`config.mk`:
```
export PLATFORM = sky130hd
export DESIGN_NAME = rst_sequencer
export DESIGN_NICKNAME = d
export VERILOG_FILES = /design/src/rtl/rst_pkg.sv /design/src/rtl/sync_debounce.sv /design/src/rtl/rst_sequencer.sv
export SDC_FILE = /design/constraint.sdc
export NUM_CORES = 1
export LEC_CHECK = 0
export BUFFER_PORTS_ARGS = -buffer_cell sky130_fd_sc_hd__buf_2
export CAP_MARGIN = 10
export CORE_AREA = 8 8 67 69
export DETAILED_ROUTE_END_ITERATION = 10
export DIE_AREA = 0 0 75 77
export GPL_TIMING_DRIVEN = 0
export PLACE_DENSITY = 0.68
export SLEW_MARGIN = 20
export SYNTH_ARGS = -nofsm -noshare
export SYNTH_HDL_FRONTEND = slang
export SYNTH_SLANG_ARGS = --single-unit
```
`constraint.sdc`:
```
create_clock -name clk -period 2.7 [get_ports clk]
set_clock_uncertainty 0.05 [all_clocks]
set_input_delay 0.135 -clock clk [delete_from_list [all_inputs] [get_ports clk]]
set_output_delay 0.135 -clock clk [all_outputs]
set_load 0.01 [all_outputs]
```
`src/rtl/rst_pkg.sv`:
```
// Shared types, constants and helpers for the reset sequencer.
//   state_e   : sequencer FSM states
//   clog2     : ceiling log2 (returns at least 1)
//   max_u     : unsigned maximum
//   DEF_*     : default parameter values
package rst_pkg;

  typedef enum logic [1:0] {
    PLL_RST   = 2'd0,
    WAIT_LOCK = 2'd1,
    RELEASE   = 2'd2,
    RUN       = 2'd3
  } state_e;

  localparam int unsigned DEF_NR_SAMPLES   = 10;
  localparam int unsigned DEF_PLL_PULSE    = 4;
  localparam int unsigned DEF_LOCK_STABLE  = 100;
  localparam int unsigned DEF_LOCK_TIMEOUT = 4096;
  localparam int unsigned DEF_NR_DOMAINS   = 4;
  localparam int unsigned DEF_STAGGER      = 16;

  // Bits needed to hold values 0..v-1; never less than 1 so vectors stay legal.
  function automatic int unsigned clog2(input int unsigned v);
    int unsigned r;
    r = 1;
    for (int i = 1; i < 32; i++) begin
      if (((v - 1) >> i) != 0) r = i + 1;
    end
    return r;
  endfunction

  function automatic int unsigned max_u(input int unsigned a, input int unsigned b);
    return (a > b) ? a : b;
  endfunction

endpackage

```
`src/rtl/sync_debounce.sv`:
```
// Synchronises an asynchronous active-high button and emits a one-cycle
// press pulse when NR_SAMPLES consecutive synchronised high samples are seen.
//   clk, rst_n : clock, synchronous active-low reset
//   din_i      : raw asynchronous input
//   press_o    : registered single-cycle pulse on a new qualified press
module sync_debounce #(
  parameter int unsigned NR_SAMPLES = 10
) (
  input  logic clk,
  input  logic rst_n,
  input  logic din_i,
  output logic press_o
);

  logic [1:0]            sync_q;
  logic [NR_SAMPLES-1:0] shift_q;
  logic [NR_SAMPLES-1:0] shift_d;
  logic                  press_q;

  always_comb begin
    shift_d = {shift_q[NR_SAMPLES-2:0], sync_q[1]};
  end

  // Pulse only on the transition into all-ones so a held button fires once.
  always_ff @(posedge clk) begin
    if (!rst_n) begin
      sync_q  <= '0;
      shift_q <= '0;
      press_q <= 1'b0;
    end else begin
      sync_q  <= {sync_q[0], din_i};
      shift_q <= shift_d;
      press_q <= (&shift_d) & ~(&shift_q);
    end
  end

  assign press_o = press_q;

endmodule

```
`src/rtl/rst_sequencer.sv`:
```
// Board reset sequencer: debounces the push-button reset, pulses the PLL
// reset, waits for a stable lock (retrying the PLL on timeout), then releases
// NR_DOMAINS domain resets in staggered order and watches for lock loss.
//   clk, rst_n  : clock, synchronous active-low reset
//   noisy_rst   : raw push-button, active-high, asynchronous
//   pll_locked  : PLL lock, asynchronous
//   pll_rst     : PLL reset, active-high
//   dom_rst     : domain resets, active-high, bit 0 released first
//   seq_done    : high while in RUN
//   lock_lost   : sticky flag, set on lock loss in RUN
module rst_sequencer
  import rst_pkg::*;
#(
  parameter int unsigned NR_SAMPLES   = DEF_NR_SAMPLES,
  parameter int unsigned PLL_PULSE    = DEF_PLL_PULSE,
  parameter int unsigned LOCK_STABLE  = DEF_LOCK_STABLE,
  parameter int unsigned LOCK_TIMEOUT = DEF_LOCK_TIMEOUT,
  parameter int unsigned NR_DOMAINS   = DEF_NR_DOMAINS,
  parameter int unsigned STAGGER      = DEF_STAGGER
) (
  input  logic                  clk,
  input  logic                  rst_n,
  input  logic                  noisy_rst,
  input  logic                  pll_locked,
  output logic                  pll_rst,
  output logic [NR_DOMAINS-1:0] dom_rst,
  output logic                  seq_done,
  output logic                  lock_lost
);

  localparam int unsigned CW = clog2(max_u(LOCK_TIMEOUT, NR_DOMAINS * STAGGER) + 1);
  localparam int unsigned SW = clog2(LOCK_STABLE + 1);

  state_e                state_q, state_d;
  logic [CW-1:0]         cnt_q, cnt_d;
  logic [SW-1:0]         stab_q, stab_d;
  logic [1:0]            lock_sync_q;
  logic                  lock_s;
  logic                  press;
  logic                  pll_rst_q, pll_rst_d;
  logic [NR_DOMAINS-1:0] dom_rst_q, dom_rst_d;
  logic                  seq_done_q, seq_done_d;
  logic                  lock_lost_q, lock_lost_d;
  logic [NR_DOMAINS-1:0] rel_hit_c;

  sync_debounce #(
    .NR_SAMPLES (NR_SAMPLES)
  ) u_btn (
    .clk     (clk),
    .rst_n   (rst_n),
    .din_i   (noisy_rst),
    .press_o (press)
  );

  assign lock_s = lock_sync_q[1];

  // Release point of each domain within the RELEASE phase.
  for (genvar g = 0; g < NR_DOMAINS; g++) begin : g_rel
    assign rel_hit_c[g] = (cnt_q == CW'(g * STAGGER));
  end

  // Next-state and next-output logic.
  always_comb begin
    state_d     = state_q;
    cnt_d       = cnt_q + CW'(1);
    stab_d      = '0;
    pll_rst_d   = 1'b0;
    dom_rst_d   = dom_rst_q;
    seq_done_d  = 1'b0;
    lock_lost_d = lock_lost_q;

    unique case (state_q)
      PLL_RST: begin
        pll_rst_d = 1'b1;
        dom_rst_d = '1;
        if (cnt_q == CW'(PLL_PULSE - 1)) begin
          state_d   = WAIT_LOCK;
          cnt_d     = '0;
          pll_rst_d = 1'b0;
        end
      end

      WAIT_LOCK: begin
        dom_rst_d = '1;
        stab_d    = lock_s ? (stab_q + SW'(1)) : '0;
        if (lock_s && (stab_q == SW'(LOCK_STABLE - 1))) begin
          state_d = RELEASE;
          cnt_d   = '0;
          stab_d  = '0;
        end else if (cnt_q == CW'(LOCK_TIMEOUT - 1)) begin
          state_d   = PLL_RST;
          cnt_d     = '0;
          pll_rst_d = 1'b1;
        end
      end

      RELEASE: begin
        if (!lock_s) begin
          state_d   = WAIT_LOCK;
          cnt_d     = '0;
          dom_rst_d = '1;
        end else if (!dom_rst_q[NR_DOMAINS-1]) begin
          state_d    = RUN;
          cnt_d      = '0;
          seq_done_d = 1'b1;
          dom_rst_d  = '0;
        end else begin
          // Bits only ever clear here, so released domains cannot glitch.
          dom_rst_d = dom_rst_q & ~rel_hit_c;
        end
      end

      RUN: begin
        cnt_d      = cnt_q;
        seq_done_d = 1'b1;
        dom_rst_d  = '0;
        if (!lock_s) begin
          state_d     = WAIT_LOCK;
          cnt_d       = '0;
          seq_done_d  = 1'b0;
          dom_rst_d   = '1;
          lock_lost_d = 1'b1;
        end
      end

      default: begin
        state_d   = PLL_RST;
        cnt_d     = '0;
        pll_rst_d = 1'b1;
        dom_rst_d = '1;
      end
    endcase

    // A qualified press overrides everything but rst_n.
    if (press) begin
      state_d     = PLL_RST;
      cnt_d       = '0;
      stab_d      = '0;
      pll_rst_d   = 1'b1;
      dom_rst_d   = '1;
      seq_done_d  = 1'b0;
      lock_lost_d = 1'b0;
    end
  end

  // State, counters, lock synchroniser and registered outputs.
  always_ff @(posedge clk) begin
    if (!rst_n) begin
      state_q     <= PLL_RST;
      cnt_q       <= '0;
      stab_q      <= '0;
      lock_sync_q <= '0;
      pll_rst_q   <= 1'b1;
      dom_rst_q   <= '1;
      seq_done_q  <= 1'b0;
      lock_lost_q <= 1'b0;
    end else begin
      state_q     <= state_d;
      cnt_q       <= cnt_d;
      stab_q      <= stab_d;
      lock_sync_q <= {lock_sync_q[0], pll_locked};
      pll_rst_q   <= pll_rst_d;
      dom_rst_q   <= dom_rst_d;
      seq_done_q  <= seq_done_d;
      lock_lost_q <= lock_lost_d;
    end
  end

  assign pll_rst   = pll_rst_q;
  assign dom_rst   = dom_rst_q;
  assign seq_done  = seq_done_q;
  assign lock_lost = lock_lost_q;

endmodule

```
==> run_results.csv, run 1 <==
group,metric,value,unit
status,status,"complete, no violations",
routing,firstDrtPassIters,4,
clock_tree,clockBufferDepth,2,
synth,syn-instance-count,191,
clock_tree,cts-htree-levels,2,
routing,routed_wl,3.06,mm
clock_tree,cts_made_buffers,5,
grt,grt_max_degree,13,
layout,drive_above_1_share,0.105,
synth,synth_area_leaders,"dfxtp_1 48%, xnor2_1 6.2%, nor2_1 5.8%",
grt,grt_pass1_wl,5.62,mm
routing,drt_iter0_drc,40,
layout,nNetsFinal,222,
synth,ys.warnings.count,0,
critical_path,crit_type,"reg -> reg",
synth,ys_types,34,
clock_tree,clock_tree.root_cell,"clkbuf_4",
placement,place_ws,0.444,ns
clock_tree,cts.sinks,44,
sta,setup_violations,0,
floorplan,die-area,0.00578,mm²
synth,synth_compound_area_frac,0.0659,
synth,synth-simple-area-share,0.275,
sta,slew_violations,0,
sta,finalSetupTns,0,ns
synth,avgSynthCellArea,9.54,µm²
clock_tree,clk_latency,0.34,ns
sta,worst_pin_slew,0.515,ns
grt,grt_antenna_before_repair,0,
floorplan,die_width,75,µm
power_and_ir_drop,vdd_ir_drop_max,0.426,mV
clock_tree,ctsHoldBuffers,2,
synth,async_flop_share,0,
synth,synth_top_flop_cell,"dfxtp_1",
critical_path,r2r-start,"cnt_q[5]",
synth,ys_seq_area_frac,0.483,
grt,grt-ovfl-total,0,
synth,synth_xor_area_frac,0.0817,
critical_path,cp-startpoint,"cnt_q[5]",
routing,drcViolationCount,0,
sta,post-route-period-util,0.830,
synth,synth_top_cell_by_area,"dfxtp_1",
clock_tree,cts_setup_buffers,0,
placement,port_buffers,10,
synth,synth_top_area_frac,0.483,
power_and_ir_drop,power_density,596,mW/mm²
synth,synthTopCellsByCount,"44 x dfxtp_1, 28 x nor2_1, 15 x and2_1",
worst_hold_path,min_from,"rst_n",
critical_path,end_kind,"flip-flop",
floorplan,rows,22,
synth,synth_edf_count,0,
layout,syn_to_final_growth,9.68,%
layout,n_antenna_cell,0,
power_and_ir_drop,p_leak,0.739,nW
floorplan,ios,11,
synth,synth_area,0.00182,mm²
synth,synth_most_common_cell,"dfxtp_1",
synth,synth_nets,203,
floorplan,start_util,0.521,
clock_tree,cts.clk_slew.worst_paths,0.12,ns
floorplan,die_h,77,µm
placement,hpwl,2.30,mm
synth,muxShareOfSynthArea,0.0110,
synth,ys_ff_latch,44,
routing,vias_per_cell,4.96,
sta,rsz0062_at_grt,"no",
sta,hold_viol,0,
sta,fin_ws,0.460,ns
sta,max_freq,0.446,GHz
synth,synth_top_family_by_area,"simple AND/OR/NAND/NOR gates",
critical_path,crit_required,2.90,ns
job,maxCapViolCount,0,
synth,synthAdderAreaFrac,0.0549,
routing,final_antenna_net_count,0,
worst_hold_path,min_path_type,"in -> reg",
grt,grt_pass1_vias,1331,
clock_tree,cts-resized-gates,0,
routing,vias,1279,
sta,min_period,2.24,ns
critical_path,cp_max_fo,10,
critical_path,cp.arrival,2.44,ns
grt,grt.total_usage,0.122,
clock_tree,tritoncts,"built",
routing,wl_per_cell,11.9,µm
placement,place.gp.congestion,0.804,
sta,slew_headroom,0.653,
critical_path,critPathLaunchType,"flip-flop",
floorplan,design.core.area,0.00350,mm²
## final timing paths
check,end,cells after the start,slack (ns)
min reg2reg,lock_sync_q[1],1,0.40
min,lock_sync_q[1],2,0.009
max reg2reg,cnt_q[9],7,0.46
max,cnt_q[9],7,0.46
## per-layer routing
metal | part of all wire | routed length, µm | GRT usage
met2 | 0.49 | 1510 | 0.210
met4 | 0.013 | 41 | 0.0471
met5 | 0 | 0 | 0
met3 | 0.040 | 123 | 0.0325
met1 | 0.45 | 1390 | 0.135
## critical path: stages, from the launching register on
cell	delay, ns
dfxtp_1	0.33
clkbuf_1	0.27
nand4_1	0.21
nor4_1	0.46
nor2b_1	0.18
o311ai_4	0.40
buf_6	0.19
nor2_1	0.06
## logic make-up after synthesis
family	after synthesis
AOI/OAI and AO/OA	13
xor gates and xnor gates	17
adders and majority gates	8
buffers and inverters	12
DFF	44
muxes	2
and+or+nand+nor	95
## area by class of cell
type | instances | area (µm²)
clock buffers | 6 | 41.3
plain buffers | 5 | 26.3
clock inverters | 1 | 5.00
multi-input cells | 135 | 890
flip-flops and latches | 44 | 881
repair buffers | 12 | 70.1
inverters | 7 | 26.3
well taps | 48 | 60.1
fillers | 323 | 1500
## report_power, final
group	total [mW]	internal [mW]	switching, mW	leakage [nW]
Clock	0.284	0.0962	0.188	0.0281
Sequential	0.702	0.677	0.0246	0.356
Combinational	0.206	0.0923	0.114	0.354
## flip-flops by register name (all words and copies together), names as in the netlist
signal         count
cnt_q             13
u_btn.shift_q     10
stab_q             7
dom_rst            4
lock_sync_q        2
state_q            2
u_btn.sync_q       2
lock_lost          1
pll_rst            1
seq_done           1
u_btn.press_o      1
## cell usage in the layout, fill, tap and decap left out, drive strengths merged, types with 2 or more instances in the layout
| cell type | synthesis | routed |
|---|---|---|
| a21boi | 2 | 2 |
| and2 | 15 | 15 |
| and3 | 2 | 2 |
| buf | 1 | 11 |
| clkbuf | 4 | 10 |
| dfxtp | 44 | 44 |
| dlygate4sd3 | 0 | 2 |
| ha | 8 | 8 |
| inv | 7 | 7 |
| mux2i | 2 | 2 |
| nand2 | 13 | 13 |
| nand2b | 3 | 3 |
| nand3 | 14 | 14 |
| nand3b | 2 | 2 |
| nand4 | 5 | 5 |
| nor2 | 28 | 28 |
| nor2b | 3 | 3 |
| nor3 | 3 | 3 |
| nor4 | 2 | 2 |
| o211ai | 2 | 2 |
| o21a | 3 | 3 |
| xnor2 | 13 | 13 |
| xor2 | 4 | 4 |
## metrics by stage
step	total power, mW	hold slack (ns)	area (µm²)	utilization	instances
2_1_floorplan	0.879	0.207	1820	-	191
3_3_place_gp	0.914	0.295	1930	0.553	249
3_5_place_dp	0.922	0.298	1930	0.553	249
4_1_cts	1.21	0.00259	2000	0.572	258
5_1_grt	1.26	0.0136	2000	0.572	258
6_report	1.19	0.00899	2000	0.572	258
No activity file was read; power rests on OpenSTA's default activity.
==> run 2, diff against run 1 <==
==> constraint.sdc (replaced) <==
create_clock -name clk -period 2.2 [get_ports clk]
set_clock_uncertainty 0.05 [all_clocks]
set_input_delay 0.11 -clock clk [delete_from_list [all_inputs] [get_ports clk]]
set_output_delay 0.11 -clock clk [all_outputs]
set_load 0.01 [all_outputs]
==> run 2 against run 1 <==
Fmax is 2.5% higher. Combinational power is 56% higher. Die area unchanged. Register-to-register slack got worse by 0.44 ns. Critical path depth unchanged. Clock power increased by 23%. Sequential share of layout area down 1.6 points. Largest cell class unchanged. Largest power group unchanged.
==> run_results.csv, run 2 (same netlist as run 1, synthesis figures left out) <==
group,metric,value,unit
placement,port_buffers,10,
clock_tree,cts_made_buffers,5,
routing,vias_per_cell,5.05,
floorplan,ios,11,
sta,slew_violations,0,
placement,hpwl,2.30,mm
clock_tree,clock_tree.root_cell,"clkbuf_4",
critical_path,r2r_slack,0.02,ns
grt,grt_pass1_vias,1341,
layout,final_util,0.597,
floorplan,die_h,77,µm
grt,grt.total_usage,0.123,
worst_hold_path,min_from,"lock_sync_q[0]",
power_and_ir_drop,vdd_ir_drop_max,0.530,mV
layout,layout_common_cells,"41 x dfxtp_1, 28 x nor2_1, 15 x and2_1, 14 x nand3_1",
grt,grt-ovfl-total,0,
layout,stdcell_area,0.00209,mm²
critical_path,worstReg2RegEnd,"cnt_q[9]",
clock_tree,tritoncts,"built",
power_and_ir_drop,p_total,1.53,mW
clock_tree,clk_latency,0.34,ns
critical_path,cp.arrival,2.39,ns
grt,grt_pass1_wl,5.67,mm
critical_path,crit_type,"reg -> reg",
floorplan,die_width,75,µm
critical_path,cp-startpoint,"cnt_q[8]",
worst_hold_path,min_path_type,"reg -> reg",
layout,fillCellCount,303,
critical_path,rr_worst_depth,7,
clock_tree,cts.clk_slew.worst_paths,0.12,ns
critical_path,crit_required,2.40,ns
power_and_ir_drop,power_density,733,mW/mm²
routing,routed_wl,3.21,mm
layout,regMostFlops,"cnt_q",
layout,drive_above_1_share,0.156,
floorplan,die-area,0.00578,mm²
routing,wl_per_cell,12.1,µm
sta,max_freq,0.458,GHz
layout,syn_to_final_growth,14.6,%
floorplan,start_util,0.521,
sta,finalSetupTns,0,ns
sta,rsz0062_at_grt,"yes",
placement,place_area,0.00193,mm²
layout,largest_registers,"cnt_q (13), u_btn.shift_q (10), stab_q (7)",
critical_path,end_kind,"flip-flop",
critical_path,cp_max_fo,5,
routing,firstDrtPassIters,4,
layout,largest_reg_flops,13,
routing,drt_iter0_drc,61,
clock_tree,clockBufferDepth,2,
placement,place.gp.congestion,0.804,
clock_tree,cts.sinks,44,
sta,min_period,2.18,ns
power_and_ir_drop,p_leak,0.784,nW
critical_path,crit_end,"cnt_q[9]",
layout,multi_input_area,905,µm²
layout,ff_latch_area,887,µm²
status,status,"complete, no violations",
layout,final_common_cell,"dfxtp_1",
floorplan,rows,22,
critical_path,critPathLaunchType,"flip-flop",
floorplan,design.core.area,0.00350,mm²
layout,n_antenna_cell,0,
job,maxCapViolCount,0,
sta,setup_violations,0,
sta,hold_viol,0,
routing,final_antenna_net_count,0,
sta,post-route-period-util,0.993,
clock_tree,cts-htree-levels,2,
sta,slew_headroom,0.625,
critical_path,r2r-start,"cnt_q[8]",
layout,nNetsFinal,230,
grt,grt_antenna_before_repair,0,
grt,grt_max_degree,13,
sta,worst_pin_slew,0.558,ns
routing,vias,1343,
routing,drcViolationCount,0,
-- run 2: cell types whose count changed in the layout (fill, tap and decap cells not counted), sizes merged --
cell         delta
clkbuf          -1
dlygate4sd3     +1
buf             +8
-- run 2: how the worst min path moves through the flow --
stage          slack [ns]               to  depth (start not counted)
2_1_floorplan        0.18   lock_sync_q[1]                          1
3_3_place_gp         0.27   lock_sync_q[0]                          2
3_5_place_dp         0.27  u_btn.sync_q[0]                          2
4_1_cts              0.41   lock_sync_q[1]                          1
5_1_grt              0.42   lock_sync_q[1]                          1
6_report             0.40   lock_sync_q[1]                          1
-- run 2: layout make-up --
class	count	share of cell area
inverters	7	0.0126
clock inverters	1	0.00240
flip-flops and latches	44	0.425
well taps	48	0.0288
multi-input cells	135	0.433
clock buffers	6	0.0198
plain buffers	4	0.0108
repair buffers	21	0.0677
-- run 2: layer usage --
layer	share of wire	global-route usage	up-vias
li1	-	-	688
met1	0.44	0.137	623
met2	0.50	0.212	27
met3	0.051	0.0325	5
met4	0.014	0.0471	0
met5	0	0	-
-- run 2: through the flow --
step / cells / hold WS [ns] / worst slack, ns
detailed placement: 249 / 0.273 / -0.0559
floorplan: 191 / 0.182 / 0.188
global route: 266 / 0.417 / -0.0548
finish: 266 / 0.397 / 0.0152
global placement: 249 / 0.270 / 0.0119
CTS: 259 / 0.405 / 0.0356
-- run 2: critical path, stage by stage, from the launching register on --
cell      delay (ns)
dfxtp_2         0.35
or4_4           0.55
nor4_4          0.33
a31oi_4         0.16
o311ai_4        0.33
buf_6           0.16
buf_6           0.11
nor2_1          0.05
-- run 2: where the power goes --
part	total, mW	internal, mW	switching (mW)
sequential	0.860	0.830	0.0306
combinational	0.322	0.160	0.162
clock	0.348	0.118	0.230
-- run 2: what timing repair did --
item,4_1_cts,5_1_grt
gates resized for setup,1,6
setup buffers,0,7
pin swaps,1,4
cloned,0,1
hold buffers,3,0
endpoints found under the setup margin,12,12
endpoints found under the hold margin,6,0
